`src/rtl/alu_sequencer.sv`:
```
// Control path for the 8-bit ALU: fetches one- or two-byte instructions, keeps a
// 4x8 register file, sequences ALU operations, jumps, branches and data-memory loads/stores.
module alu_sequencer #(
  parameter logic [7:0] RESET_PC = 8'h00
) (
  input  logic       clk_i,
  input  logic       reset_i,
  input  logic       run_i,
  output logic [7:0] imem_addr_o,
  output logic       imem_req_o,
  input  logic [7:0] imem_data_i,
  input  logic       imem_ack_i,
  output logic [7:0] alu_instruction_o,
  output logic [7:0] alu_in0_o,
  output logic [7:0] alu_in1_o,
  input  logic [7:0] alu_out_i,
  input  logic [7:0] alu_jump_i,
  input  logic       alu_overflow_i,
  output logic [7:0] dmem_addr_o,
  output logic [7:0] dmem_wdata_o,
  output logic       dmem_re_o,
  output logic       dmem_we_o,
  input  logic [7:0] dmem_rdata_i,
  input  logic       dmem_ack_i,
  output logic [7:0] pc_o,
  output logic       ovf_flag_o,
  output logic       busy_o
);

  typedef enum logic [2:0] {
    S_FETCH  = 3'd0,
    S_FETCH2 = 3'd1,
    S_DECODE = 3'd2,
    S_EXEC   = 3'd3,
    S_MEM    = 3'd4,
    S_WB     = 3'd5
  } state_e;

  state_e          state_q, state_d;
  logic [7:0]      pc_q, pc_d;
  logic [7:0]      ir_q, ir_d;
  logic [7:0]      imm_q, imm_d;
  logic [7:0]      instr_q, instr_d;
  logic [7:0]      in0_q, in0_d;
  logic [7:0]      in1_q, in1_d;
  logic [7:0]      ldata_q, ldata_d;
  logic            ovf_q, ovf_d;
  logic [3:0][7:0] rf_q, rf_d;

  logic [3:0] op_s;
  logic [1:0] rs_s;
  logic [1:0] rt_s;

  function automatic logic two_byte(input logic [3:0] op);
    logic r;
    case (op)
      4'b1000, 4'b1001, 4'b1100, 4'b1101, 4'b1110, 4'b1111: r = 1'b1;
      default:                                              r = 1'b0;
    endcase
    return r;
  endfunction

  assign op_s = ir_q[7:4];
  assign rs_s = ir_q[3:2];
  assign rt_s = ir_q[1:0];

  // State and datapath registers
  always_ff @(posedge clk_i) begin
    if (reset_i) begin
      state_q <= S_FETCH;
      pc_q    <= RESET_PC;
      ir_q    <= 8'h00;
      imm_q   <= 8'h00;
      instr_q <= 8'h00;
      in0_q   <= 8'h00;
      in1_q   <= 8'h00;
      ldata_q <= 8'h00;
      ovf_q   <= 1'b0;
      rf_q    <= 32'h0000_0000;
    end else begin
      state_q <= state_d;
      pc_q    <= pc_d;
      ir_q    <= ir_d;
      imm_q   <= imm_d;
      instr_q <= instr_d;
      in0_q   <= in0_d;
      in1_q   <= in1_d;
      ldata_q <= ldata_d;
      ovf_q   <= ovf_d;
      rf_q    <= rf_d;
    end
  end

  // Next-state, operand staging and write-back
  always_comb begin
    state_d = state_q;
    pc_d    = pc_q;
    ir_d    = ir_q;
    imm_d   = imm_q;
    instr_d = instr_q;
    in0_d   = in0_q;
    in1_d   = in1_q;
    ldata_d = ldata_q;
    ovf_d   = ovf_q;
    rf_d    = rf_q;
    case (state_q)
      S_FETCH: begin
        if (run_i && imem_ack_i) begin
          ir_d    = imem_data_i;
          state_d = two_byte(imem_data_i[7:4]) ? S_FETCH2 : S_DECODE;
        end else begin
          state_d = S_FETCH;
        end
      end
      S_FETCH2: begin
        if (imem_ack_i) begin
          imm_d   = imem_data_i;
          state_d = S_DECODE;
        end else begin
          state_d = S_FETCH2;
        end
      end
      S_DECODE: begin
        // Immediate forms feed imm on in0; branches compare rs against rt.
        if (op_s == 4'b1110 || op_s == 4'b1111) begin
          in0_d = imm_q;
          in1_d = rf_q[rs_s];
        end else if (op_s == 4'b1100 || op_s == 4'b1101) begin
          in0_d = rf_q[rs_s];
          in1_d = rf_q[rt_s];
        end else begin
          in0_d = rf_q[rt_s];
          in1_d = rf_q[rs_s];
        end
        state_d = S_EXEC;
      end
      S_EXEC: begin
        instr_d = ir_q;
        state_d = (op_s == 4'b1010 || op_s == 4'b1011) ? S_MEM : S_WB;
      end
      S_MEM: begin
        if (dmem_ack_i) begin
          ldata_d = dmem_rdata_i;
          state_d = S_WB;
        end else begin
          state_d = S_MEM;
        end
      end
      S_WB: begin
        state_d = S_FETCH;
        case (op_s)
          4'b0000, 4'b0010, 4'b0011, 4'b0100, 4'b0101, 4'b0110, 4'b0111: begin
            rf_d[rs_s] = alu_out_i;
            pc_d       = pc_q + 8'd1;
          end
          4'b0001: begin
            rf_d[rs_s] = alu_out_i;
            ovf_d      = ovf_q | alu_overflow_i;
            pc_d       = pc_q + 8'd1;
          end
          4'b1000: pc_d = imm_q;
          4'b1001: begin
            rf_d[3] = pc_q + 8'd2;
            pc_d    = imm_q;
          end
          4'b1010: begin
            rf_d[rs_s] = ldata_q;
            pc_d       = pc_q + 8'd1;
          end
          4'b1011: pc_d = pc_q + 8'd1;
          4'b1100, 4'b1101: pc_d = (alu_jump_i == 8'hFF) ? imm_q : pc_q + 8'd2;
          4'b1110, 4'b1111: begin
            rf_d[rs_s] = alu_out_i;
            pc_d       = pc_q + 8'd2;
          end
          default: pc_d = pc_q + 8'd1;
        endcase
      end
      default: state_d = S_FETCH;
    endcase
  end

  // Fetch request is masked while reset is held so nothing is requested before release.
  assign imem_req_o        = ~reset_i & (((state_q == S_FETCH) & run_i) | (state_q == S_FETCH2));
  assign imem_addr_o       = (state_q == S_FETCH2) ? pc_q + 8'd1 : pc_q;
  assign dmem_re_o         = (state_q == S_MEM) & (op_s == 4'b1010);
  assign dmem_we_o         = (state_q == S_MEM) & (op_s == 4'b1011);
  assign dmem_addr_o       = rf_q[rt_s];
  assign dmem_wdata_o      = rf_q[rs_s];
  assign alu_instruction_o = instr_q;
  assign alu_in0_o         = in0_q;
  assign alu_in1_o         = in1_q;
  assign pc_o              = pc_q;
  assign ovf_flag_o        = ovf_q;
  assign busy_o            = ~((state_q == S_FETCH) & ~run_i);

endmodule

```
`config.mk`:
```
export PLATFORM = sky130hd
export DESIGN_NAME = alu_sequencer
export DESIGN_NICKNAME = d
export VERILOG_FILES = /design/src/rtl/alu_sequencer.sv
export SDC_FILE = /design/constraint.sdc
export NUM_CORES = 1
export LEC_CHECK = 0
export ABC_AREA = 1
export BUFFER_PORTS_ARGS = -buffer_cell sky130_fd_sc_hd__buf_2
export CELL_PAD_IN_SITES_DETAIL_PLACEMENT = 1
export CELL_PAD_IN_SITES_GLOBAL_PLACEMENT = 2
export CORE_UTILIZATION = 33
export CTS_BUF_LIST = sky130_fd_sc_hd__clkbuf_2
export CTS_CLUSTER_SIZE = 20
export DETAILED_ROUTE_END_ITERATION = 12
export GPL_TIMING_DRIVEN = 0
export PLACE_DENSITY_LB_ADDON = 0.2
export REMOVE_ABC_BUFFERS = 1
export SLEW_MARGIN = 15
export SYNTH_ARGS = -nofsm -noshare
export SYNTH_HDL_FRONTEND = slang
export SYNTH_SLANG_ARGS = --single-unit
```
`constraint.sdc`:
```
create_clock -name clk_i -period 2.55 [get_ports clk_i]
set_input_delay 0.255 -clock clk_i [delete_from_list [all_inputs] [get_ports clk_i]]
set_output_delay 0.255 -clock clk_i [all_outputs]
set_load 0.05 [all_outputs]
```
* Word-level counts from Yosys, hierarchy flattened
Index checks and enable logic that the tools add are counted.
W data, S select, Z words.
** Word-level totals
- Register bits :: 92
- Input port bits :: 38
- Logic and storage cells :: 102
** Cells by class
- $add $sub $neg :: 2
- Order comparisons :: 3
- Eq/ne operators :: 27
- Multiplexer cells :: 26
- Bitwise operators :: 10
- Reduce and logical (&&, ||, !) cells :: 21
** Operators with widths (number)
- $mux W8 :: 9
- $bwmux W32 :: 2
- $eq A4 B4 Y1 const B :: 14
- $pmux W24 S2 :: 1
- $bmux W8 S2 :: 2
- $pmux W8 S4 :: 1
- $pmux W8 S3 :: 1
- $reduce_or A10 Y1 :: 2
- $demux W8 S2 :: 1
- $eq A4 B3 Y1 const B :: 4
- $pmux W3 S5 :: 1
- $reduce_and A2 Y1 :: 6
- $add A8 B1 Y8 const B :: 1
- $add A8 B2 Y8 const B :: 1
- $eq A4 B2 Y1 const B :: 2
- $eq A8 B8 Y1 const B :: 1
- $eq A3 B2 Y1 const B :: 2
- $eq A3 B3 Y1 const B :: 2
- $lt A2 B3 Y1 const B :: 2
- $mux W2 :: 3
- $reduce_or A2 Y1 :: 3
- $reduce_or A6 Y1 :: 1
- $and A1 B1 Y1 :: 5
- $mux W1 :: 5
- 11 further kinds :: 17

* Longest topological paths before layout
Gate-level depths: netlist (run 1).
- Word-level depth :: 8
- Gate-level depth with buffers :: 11
- Gate-level depth less buffers :: 10

* Least setup slack after synthesis (run 1)
Ideal clock, no wire load.
- Path kind :: register to output
- Start point :: register pc_q[3] (netlist: pc_o[3])
- End point :: output port imem_addr_o[3]
- Data arrival time :: 2.077 ns
- Required time :: 2.295 ns
- Setup slack :: 0.218 ns
- Cell stages (with the launch flop) :: 4
- Path through :: dfxtp_1 -> clkbuf_1 -> inv_1 -> o21ai_0
** On the way
- Longest elaborated chain between the ends :: 2
** RTL lines
- from (decl) :: line 40 : logic [7:0] pc_q, pc_d;
- from (signal assigned) :: line 82 : pc_q <= pc_d;
- $add A8 B1 Y8 :: line 185 : assign imem_addr_o = (state_q == S_FETCH2) ? pc_q + 8'd1 : pc_q;
- $mux W8 * :: line 185
- to (decl) :: line 9 : output logic [7:0] imem_addr_o,
Every way passes the cells marked *; elsewhere a longest branch is shown, timed or not.

* Worst setup path in the final report (run 1)
- Start point :: register ir_q[3]
- End point :: output port dmem_wdata_o[7]
** On the way
- Longest elaborated chain between the ends :: 2
** RTL lines
- from (decl) :: line 41 : logic [7:0] ir_q, ir_d;
- from (signal assigned) :: line 83 : ir_q <= ir_d;
- $bmux W8 S2 :: line 189 : assign dmem_wdata_o = rf_q[rs_s];
- $mux W8 (implied by the code) :: line 189
- to (decl) :: line 20 : output logic [7:0] dmem_wdata_o,
Every way passes these cells. The select of a mux whose other input is x is not followed.

==> impl_results.rst, run 1 <==
.. list-table::
   :header-rows: 1

   * - Metric
     - Value
   * - Result of the run
     - complete, no violations
   * - Global Route Usage Sum
     - 24.2%
   * - Mux share of post-synthesis cell area
     - 0%
   * - Mapped Cells
     - 849
   * - Max-slew headroom
     - 54.5%
   * - Fraction of the yosys area taken by sequential cells
     - 35.0%
   * - Max-cap viol count
     - 0
   * - Class of the most critical setup path
     - flip-flop to output port
   * - Lkg Pwr
     - 2.97 nW
   * - Final count of negative-setup-slack endpoints
     - 0
   * - Top post-synthesis cells by area
     - sky130_fd_sc_hd__dfxtp_1 (35%), sky130_fd_sc_hd__nand2_1 (17%), sky130_fd_sc_hd__o21ai_0 (9.0%)
   * - Fraction of final layout cells with drive strength greater than 1
     - 17.5%
   * - Drt pass-1 iters
     - 4
   * - Syn Area/Cell
     - 6.19 sq um
   * - Worst-path fanout max
     - 6
   * - Clock insertion delay at the later pin of the skew report
     - 0.63 ns
   * - Antenna violations before repair
     - 2
   * - Finished Core Util
     - 41.0%
   * - Clock buffers created by TritonCTS
     - 9
   * - Crit start category
     - flip-flop
   * - Final GP Congestion
     - 0.853
   * - Total congestion overflow after global routing
     - 0
   * - Period Utilization, post-route
     - 93.9%
   * - Worst hold path type
     - input port to flip-flop
   * - Clock H-tree levels
     - 3
   * - Maximum number of pins on one net before global-route repair
     - 50
   * - Top cell type by total area after synthesis
     - sky130_fd_sc_hd__dfxtp_1
   * - Clock-pin transition on the worst setup and hold timing paths
     - 0.29 ns
   * - Post-placement worst setup slack
     - -0.108 ns
   * - Buffers from clock root to sink, at most
     - 2
   * - Clock tree from TritonCTS
     - yes
   * - Y dimension of the die
     - 128 um
   * - Die X-Extent
     - 128 um
   * - Data required time at the worst endpoint
     - 2.30 ns
   * - Initial cell density of the core
     - 34.2%
   * - Number of placed I/O pins
     - 99
   * - Power density over cell area
     - 527 nW/um^2
   * - Global-route wire length before repair
     - 30600 um
   * - Routed length on met3
     - 763 um
   * - Combinational family with the most area after synthesis
     - simple AND/OR/NAND/NOR gates
   * - Vias in the first global route
     - 5846
   * - Library cell used as clock root buffer
     - sky130_fd_sc_hd__clkbuf_2
   * - Drt wl/cell
     - 16.3 um
   * - Worst-margin pin slew
     - 0.682 ns
   * - Count of nets after finishing
     - 988
   * - Number of synthesized register bits
     - 92
   * - Worst clock skew
     - 0.0485 ns
   * - Arrival @ worst endpoint
     - 2.14 ns
   * - Xor/xnor share of the synthesized area
     - 1.17%
   * - Upper clock frequency limit
     - 0.418 GHz
   * - Routed vias/inst
     - 4.93
   * - Die ar.
     - 16400 sq um
   * - Fraction of the mapped netlist area in compound gates
     - 18.5%
   * - Metal2 WL
     - 8830 um
   * - Maximum vdd ir drop
     - 0.000193 V
   * - Reg-to-reg setup timing slack
     - 0.32 ns
   * - Number of antenna-violating nets in the routed design
     - 0
   * - Minimum hold slack
     - 0.0487 ns
   * - DR vias
     - 5746
   * - Cell area after synthesis
     - 5260 sq um
   * - Total wire length after detailed routing
     - 19000 um
   * - Core Area
     - 15400 sq um
   * - Crit. End Element
     - output port
   * - Adder and majority gate portion of the synthesized area
     - 0.714%
   * - Top routing layer in use
     - met4
   * - Post-layout minimum cycle time
     - 2.39 ns
   * - Port bufs
     - 98
   * - Post-synthesis share of cell area spent on and, or, nand and nor gates
     - 33.2%
   * - Clk sink count
     - 92
   * - Area grow syn2layout
     - 19.9%
   * - Portion of synthesized cell area occupied by the leading cell type
     - 35.0%
   * - Number of DRC markers after the initial detailed-route iteration
     - 245
   * - Standard-cell row count
     - 45
   * - Sum of internal, switching and leakage power
     - 3.32 mW
   * - Length of routed wiring on met1
     - 8930 um
   * - Half-perimeter wire length after placement
     - 13900 um
   * - Yosys warnings
     - 0
   * - Fin. max-slew vios
     - 0
   * - Number of hold violations in the final report
     - 0
   * - Worst Slack Setup Final
     - 0.156 ns
   * - Total DRC errors in the routed layout
     - 0
   * - Count of cell types in the netlist
     - 28
## logic make-up (layout without fill, tap and decap cells)
kind of cell    after synthesis  in the layout
compound gates              186            186
xor+xnor                      7              7
fa+ha+maj                     3              3
buf+inv                     145            248
flops                        92             92
other cells                   0              2
simple gates                416            416
## cells in the mapped netlist, drive strengths merged
cell type  instances
nand3             50
dfxtp             92
inv              108
o21a              10
nor3               4
nand4              2
o21ai            125
or2                1
clkbuf            15
buf               18
a31oi              6
nor2             112
ha                 3
nand2            247
xor2               7
clkinv             4
a21oi             45
## registers in the layout, indices dropped and copies added, names as in the netlist
signal	cells
alu_instruction_o	8
alu_in1_o	8
pc_o	8
ir_q	8
imm_q	8
ldata_q	8
rf_q	32
alu_in0_o	8
state_q	3
ovf_flag_o	1
## report_power, final
group / switching (mW) / internal, mW / total, mW
clock network: 0.581 / 0.330 / 0.910
logic: 0.603 / 0.213 / 0.816
registers: 0.0807 / 1.51 / 1.59
total: 1.26 / 2.06 / 3.32
## critical path, stage by stage (launching register included)
cell and delay (ns):
sky130_fd_sc_hd__dfxtp_4 0.44, sky130_fd_sc_hd__buf_4 0.14, sky130_fd_sc_hd__nor2_2 0.32, sky130_fd_sc_hd__a21oi_1 0.12, sky130_fd_sc_hd__nand2_1 0.23, sky130_fd_sc_hd__buf_4 0.25
## timing repair
| item | 4_1_cts | 5_1_grt |
|---|---|---|
| hold endpoints to repair | 27 | 0 |
| resized for setup | 25 | 16 |
| cloned | 1 | 0 |
| hold buffers | 17 | 0 |
| setup buffers | 1 | 2 |
| endpoints found under the setup margin | 25 | 13 |
## cell usage in the layout, fill, tap and decap left out, types with 4 or more instances in the layout
| master | n |
|---|---|
| sky130_fd_sc_hd__a21oi_1 | 44 |
| sky130_fd_sc_hd__nor2_1 | 100 |
| sky130_fd_sc_hd__clkinvlp_4 | 4 |
| sky130_fd_sc_hd__dlygate4sd3_1 | 17 |
| sky130_fd_sc_hd__nand2_2 | 8 |
| sky130_fd_sc_hd__dfxtp_1 | 83 |
| sky130_fd_sc_hd__nor2_4 | 4 |
| sky130_fd_sc_hd__nor3_1 | 4 |
| sky130_fd_sc_hd__clkbuf_2 | 9 |
| sky130_fd_sc_hd__nand3_1 | 50 |
| sky130_fd_sc_hd__o21ai_0 | 93 |
| sky130_fd_sc_hd__dfxtp_4 | 6 |
| sky130_fd_sc_hd__nor2_2 | 5 |
| sky130_fd_sc_hd__o21ai_1 | 31 |
| sky130_fd_sc_hd__buf_4 | 6 |
| sky130_fd_sc_hd__inv_2 | 7 |
| sky130_fd_sc_hd__buf_2 | 92 |
| sky130_fd_sc_hd__xor2_1 | 7 |
| sky130_fd_sc_hd__a31oi_1 | 6 |
| sky130_fd_sc_hd__inv_1 | 98 |
| sky130_fd_sc_hd__nand2_1 | 235 |
| sky130_fd_sc_hd__o21a_1 | 10 |
## metal layers
layer	GRT usage, %	vias to the layer above
met1	32.1	2714
li1	-	2882
met4	8.24	0
met5	0	-
met3	3.63	29
met2	40.0	121
## area by class of cell
class,count,area (sq um)
Clock inverter,7,97.6
Fill cell,2070,9070
Multi-Input combinational cell,612,2860
Antenna cell,2,5.00
Tap cell,211,264
Timing Repair inverter,1,7.51
Sequential cell,92,1870
Timing Repair Buffer,119,718
Clock buffer,9,45.0
Inverter,112,434
## per-stage QoR
| step | area (sq um) | TNS, ns | instances |
|---|---|---|---|
| finish | 6300 | 0 | 1165 |
| global route | 6300 | -0.00299 | 1165 |
| CTS | 6240 | 0 | 1161 |
| detailed placement | 5860 | -0.181 | 1126 |
| global placement | 5840 | -30.25 | 1125 |
| floorplan | 5080 | 0 | 816 |
## final timing paths
path | to | cells past startpoint | from
worst max register to register | rf_q[25]$_SDFFE_PP0P_ | 9 | state_q[0]$_SDFF_PP0_
worst max-delay path | dmem_wdata_o[7] | 5 | ir_q[3]$_SDFFE_PP0P_
worst min register to register | ldata_q[2]$_SDFFE_PP0P_ | 2 | ldata_q[2]$_SDFFE_PP0P_
worst min-delay path | state_q[0]$_SDFF_PP0_ | 4 | imem_ack_i
Power figures use the tool's default switching activity.
==> run 2, diff against run 1 <==
--- a/config.mk
+++ b/config.mk
@@ -5,11 +5,10 @@
 export SDC_FILE = /design/constraint.sdc
 export NUM_CORES = 1
 export LEC_CHECK = 0
-export ABC_AREA = 1
 export BUFFER_PORTS_ARGS = -buffer_cell sky130_fd_sc_hd__buf_2
 export CELL_PAD_IN_SITES_DETAIL_PLACEMENT = 1
 export CELL_PAD_IN_SITES_GLOBAL_PLACEMENT = 2
-export CORE_UTILIZATION = 33
+export CORE_UTILIZATION = 36
 export CTS_BUF_LIST = sky130_fd_sc_hd__clkbuf_2
 export CTS_CLUSTER_SIZE = 20
 export DETAILED_ROUTE_END_ITERATION = 12
==> constraint.sdc (replaced) <==
create_clock -name clk_i -period 2.85 [get_ports clk_i]
set_input_delay 0.285 -clock clk_i [delete_from_list [all_inputs] [get_ports clk_i]]
set_output_delay 0.285 -clock clk_i [all_outputs]
set_load 0.05 [all_outputs]
==> run 2 against run 1 <==
First-iteration DRC count rose by 7.8%. Count of clock-buffer cells in the layout rose by 1. Sequential power down 13%. Die area shrank 18%. Highest routed layer unchanged.
==> impl_results.rst, run 2 <==
.. list-table::
   :header-rows: 1

   * - Metric
     - Value
   * - Total DRC errors in the routed layout
     - 0 (unchanged)
   * - Syn Area/Cell
     - 8.83 sq um (was 6.19 sq um)
   * - Count of fill cells added during filler insertion
     - 1550 (was 2070)
   * - Standard-cell row count
     - 41 (was 45)
   * - Ranking of synthesized cells by instance count
     - sky130_fd_sc_hd__dfxtp_1 (92), sky130_fd_sc_hd__nand2_1 (78), sky130_fd_sc_hd__nor2_1 (68), sky130_fd_sc_hd__a21oi_1 (58), sky130_fd_sc_hd__a211oi_1 (33) (was sky130_fd_sc_hd__nand2_1 (238), sky130_fd_sc_hd__nor2_1 (104), sky130_fd_sc_hd__inv_1 (100), sky130_fd_sc_hd__o21ai_0 (95), sky130_fd_sc_hd__dfxtp_1 (92))
   * - Commonest non-fill, non-tap cells in the layout
     - sky130_fd_sc_hd__buf_2 (97), sky130_fd_sc_hd__dfxtp_1 (87), sky130_fd_sc_hd__nand2_1 (78) (was sky130_fd_sc_hd__nand2_1 (235), sky130_fd_sc_hd__nor2_1 (100), sky130_fd_sc_hd__inv_1 (98))
   * - Clock-pin transition on the worst setup and hold timing paths
     - 0.27 ns (was 0.29 ns)
   * - Data required time at the worst endpoint
     - 2.57 ns (was 2.30 ns)
   * - Power density over cell area
     - 461 nW/um^2 (was 527 nW/um^2)
   * - Clk sink count
     - 92 (unchanged)
   * - Largest Register
     - rf_q (unchanged)
   * - Count of cells along the worst hold path
     - 2 (was 4)
   * - Vias in the first global route
     - 4242 (was 5846)
   * - Final GP Congestion
     - 0.823 (was 0.853)
   * - Worst-path fanout max
     - 10 (was 6)
   * - Fraction of the yosys area taken by sequential cells
     - 39.1% (was 35.0%)
   * - Capture endpoint of the worst hold path
     - alu_in0_o[1]$_SDFFE_PP0P_ (was state_q[0]$_SDFF_PP0_)
   * - Worst Slack Setup Final
     - 0.163 ns (was 0.156 ns)
   * - Portion of synthesized cell area occupied by the leading cell type
     - 39.1% (was 35.0%)
   * - Slowest CP cell
     - sky130_fd_sc_hd__dfxtp_1 (was sky130_fd_sc_hd__dfxtp_4)
   * - Buffers from clock root to sink, at most
     - 2 (unchanged)
   * - Worst clock skew
     - 0.0376 ns (was 0.0485 ns)
   * - Library cell used as clock root buffer
     - sky130_fd_sc_hd__clkbuf_2 (unchanged)
   * - Clock H-tree levels
     - 3 (unchanged)
   * - Fraction of final layout cells with drive strength greater than 1
     - 25.3% (was 17.5%)
   * - Area grow syn2layout
     - 19.7% (was 19.9%)
   * - DR vias
     - 4325 (was 5746)
   * - Launch instance of the worst register-to-register path
     - ir_q[3]$_SDFFE_PP0P_ (was state_q[0]$_SDFF_PP0_)
   * - Clock buffers created by TritonCTS
     - 9 (unchanged)
   * - Sum of internal, switching and leakage power
     - 2.60 mW (was 3.32 mW)
   * - Number of synthesized register bits
     - 92 (unchanged)
   * - Upper clock frequency limit
     - 0.372 GHz
   * - Core Area
     - 12700 sq um (was 15400 sq um)
   * - Most frequent cell after synthesis
     - sky130_fd_sc_hd__dfxtp_1 (was sky130_fd_sc_hd__nand2_1)
   * - Drt pass-1 iters
     - 4 (unchanged)
   * - Path depth of the worst reg2reg path
     - 3 (was 9)
   * - Global-route wire length before repair
     - 23800 um (was 30600 um)
   * - Die X-Extent
     - 116 um (was 128 um)
   * - Reg-to-reg setup timing slack
     - 0.58 ns (was 0.32 ns)
   * - Count of cell types in the netlist
     - 51 (was 28)
   * - Post-synthesis async set-or-reset flop share
     - 0% (unchanged)
   * - Period Utilization, post-route
     - 94.3%
   * - Total wire length after detailed routing
     - 15000 um (was 19000 um)
   * - Die ar.
     - 13500 sq um (was 16400 sq um)
   * - Cell area after synthesis
     - 4710 sq um (was 5260 sq um)
   * - Delay contributed by the slowest stage of the critical path
     - 0.65 ns (was 0.44 ns)
   * - Top post-synthesis cells by area
     - sky130_fd_sc_hd__dfxtp_1 (39%), sky130_fd_sc_hd__mux4_2 (7.7%), sky130_fd_sc_hd__nand2_1 (6.2%) (was sky130_fd_sc_hd__dfxtp_1 (35%), sky130_fd_sc_hd__nand2_1 (17%), sky130_fd_sc_hd__o21ai_0 (9.0%))
   * - Top cell type by total area after synthesis
     - sky130_fd_sc_hd__dfxtp_1 (unchanged)
   * - Count of nets after finishing
     - 668 (was 988)
   * - Worst-margin pin slew
     - 1.02 ns (was 0.682 ns)
   * - Lkg Pwr
     - 2.31 nW (was 2.97 nW)
   * - Maximum number of pins on one net before global-route repair
     - 53 (was 50)
   * - Result of the run
     - complete, no violations (unchanged)
   * - Drt wl/cell
     - 18.7 um (was 16.3 um)
   * - Number of placed I/O pins
     - 99 (unchanged)
   * - Most common cell after layout, fill and taps aside
     - sky130_fd_sc_hd__buf_2 (was sky130_fd_sc_hd__nand2_1)
   * - Number of enable-type register cells in the synthesized netlist
     - 0 (unchanged)
   * - Number of DRC markers after the initial detailed-route iteration
     - 264 (was 245)
   * - Number of hold violations in the final report
     - 0 (unchanged)
   * - Max-cap viol count
     - 0 (unchanged)
   * - Yosys warnings
     - 0 (unchanged)
   * - Crit. End Element
     - output port (unchanged)
   * - Crit start category
     - flip-flop (unchanged)
   * - Worst hold path type
     - input port to flip-flop (unchanged)
   * - Initial cell density of the core
     - 37.2% (was 34.2%)
   * - Number of antenna-violating nets in the routed design
     - 0 (unchanged)
   * - Worst R2R End
     - rf_q[18]$_SDFFE_PP0P_ (was rf_q[25]$_SDFFE_PP0P_)
   * - Routed vias/inst
     - 5.38 (was 4.93)
   * - Post-layout minimum cycle time
     - 2.69 ns
   * - Antenna cell count
     - 0 (was 2)
   * - Area used by multi-input combinational logic
     - 2670 sq um (was 2860 sq um)
   * - Final count of negative-setup-slack endpoints
     - 0 (unchanged)
   * - Mapped Cells
     - 533 (was 849)
   * - Arrival @ worst endpoint
     - 2.40 ns (was 2.14 ns)
   * - Half-perimeter wire length after placement
     - 10800 um (was 13900 um)
   * - Flip-flop count of the largest register after layout
     - 32 (unchanged)
   * - Area taken by flip-flops and latches
     - 1850 sq um (was 1870 sq um)
   * - Most used DFF post-synth
     - sky130_fd_sc_hd__dfxtp_1 (unchanged)
   * - Maximum vdd ir drop
     - 0.000269 V (was 0.000193 V)
   * - Fin. max-slew vios
     - 0 (unchanged)
   * - Port bufs
     - 98 (unchanged)
   * - Post-placement worst setup slack
     - 0.323 ns (was -0.108 ns)
   * - Launch instance of the worst min-delay path
     - reset_i (was imem_ack_i)
   * - Clock tree from TritonCTS
     - yes (unchanged)
   * - Total congestion overflow after global routing
     - 0 (unchanged)
   * - Class of the most critical setup path
     - flip-flop to output port (unchanged)
   * - Antenna violations before repair
     - 0 (was 2)
   * - Global Route Usage Sum
     - 23.6% (was 24.2%)
   * - Sequence of cells on the critical path
     - and3_1 > nand3_1 > or2_2 > xnor2_1 > buf_2 (was buf_4 > nor2_2 > a21oi_1 > nand2_1 > buf_4)
   * - Y dimension of the die
     - 116 um (was 128 um)
   * - Max-slew headroom
     - 31.8% (was 54.5%)
   * - Clock insertion delay at the later pin of the skew report
     - 0.60 ns (was 0.63 ns)
run 2: cell count changes in the layout (fill, tap and decap cells not counted), moves of 9 or more:
| cell | change |
|---|---|
| sky130_fd_sc_hd__mux2i_1 | +23 |
| sky130_fd_sc_hd__a211oi_1 | +33 |
| sky130_fd_sc_hd__o21a_1 | -10 |
| sky130_fd_sc_hd__mux4_2 | +16 |
| sky130_fd_sc_hd__a22oi_1 | +9 |
| sky130_fd_sc_hd__a21oi_1 | +14 |
| sky130_fd_sc_hd__nor2_1 | -32 |
| sky130_fd_sc_hd__o21ai_1 | -31 |
| sky130_fd_sc_hd__nand2_1 | -157 |
| sky130_fd_sc_hd__nand3_1 | -43 |
| sky130_fd_sc_hd__o21ai_0 | -75 |
| sky130_fd_sc_hd__inv_1 | -95 |
| sky130_fd_sc_hd__xnor2_1 | +10 |
run 2: power breakdown:
group / switching, mW / internal, mW / total [mW] / leakage, nW
combinational: 0.243 / 0.128 / 0.371 / 1.47
sequential: 0.0594 / 1.32 / 1.38 / 0.746
clock: 0.466 / 0.382 / 0.848 / 0.0925
run 2: stage by stage:
stage               instance area [sq um]  cells  hold slack (ns)  TNS, ns  utilization, %
floorplan                            4520    496            0.350        0               -
global placement                     5220    766            0.447    -7.99            41.2
detailed placement                   5270    769            0.460        0            41.6
CTS                                  5620    802           0.0454        0            44.3
global route                         5640    804           0.0321  -0.0239            44.5
finish                               5640    804           0.0828        0            44.5
run 2: cell type report:
cell class / count / share of cell area [%]
Timing Repair Buffer: 120 / 12.8
Clock buffer: 10 / 0.888
Sequential cell: 92 / 32.8
Inverter: 5 / 0.333
Multi-Input combinational cell: 399 / 47.4
Tap cell: 172 / 3.82
Clock inverter: 6 / 1.98
run 2: worst max-delay path, delay by kind of cell, from the launching register on:
family	cells	cell delay [ns]
flops	1	0.65
xor+xnor	1	0.15
buf+inv	1	0.28
simple gates	3	0.73
run 2: cell families after synthesis:
| family | after synthesis | synth area share [%] |
|---|---|---|
| compound gates | 147 | 20.4 |
| xor+xnor | 19 | 3.53 |
| fa+ha+maj | 3 | 0.797 |
| buf+inv | 42 | 4.44 |
| flops | 92 | 39.1 |
| mux | 40 | 12.8 |
| simple gates | 190 | 18.9 |
run 2: per-layer routing:
metal | global-route usage, % | wire, um
met2 | 37.2 | 6900
met5 | 0 | 0
met4 | 7.35 | 236
met1 | 33.6 | 7310
met3 | 2.91 | 590
run 2: worst max path at each step:
stage                          start                        end  slack, ns  cells after the start
6_report        pc_o[3]$_SDFFE_PP0N_             imem_addr_o[6]       0.16                      5
5_1_grt         pc_o[3]$_SDFFE_PP0N_             imem_addr_o[6]      -0.02                      5
4_1_cts         pc_o[0]$_SDFFE_PP0P_             imem_addr_o[6]      0.002                      6
3_5_place_dp    ir_q[5]$_SDFFE_PP0P_                  dmem_re_o       0.32                      4
3_3_place_gp   state_q[1]$_SDFF_PP0_  alu_in0_o[1]$_SDFFE_PP0P_      -0.76                      5
2_1_floorplan   pc_o[1]$_SDFFE_PP0N_             imem_addr_o[6]       0.04                      5
run 2: what timing repair did:
| action | CTS | global route |
|---|---|---|
| pin swaps | 0 | 1 |
| gates resized for setup | 4 | 3 |
| setup buffers | 0 | 2 |
| hold buffers | 17 | 0 |
| hold endpoints to repair | 25 | 0 |
| gates cloned | 0 | 0 |
| setup endpoints to repair | 10 | 3 |
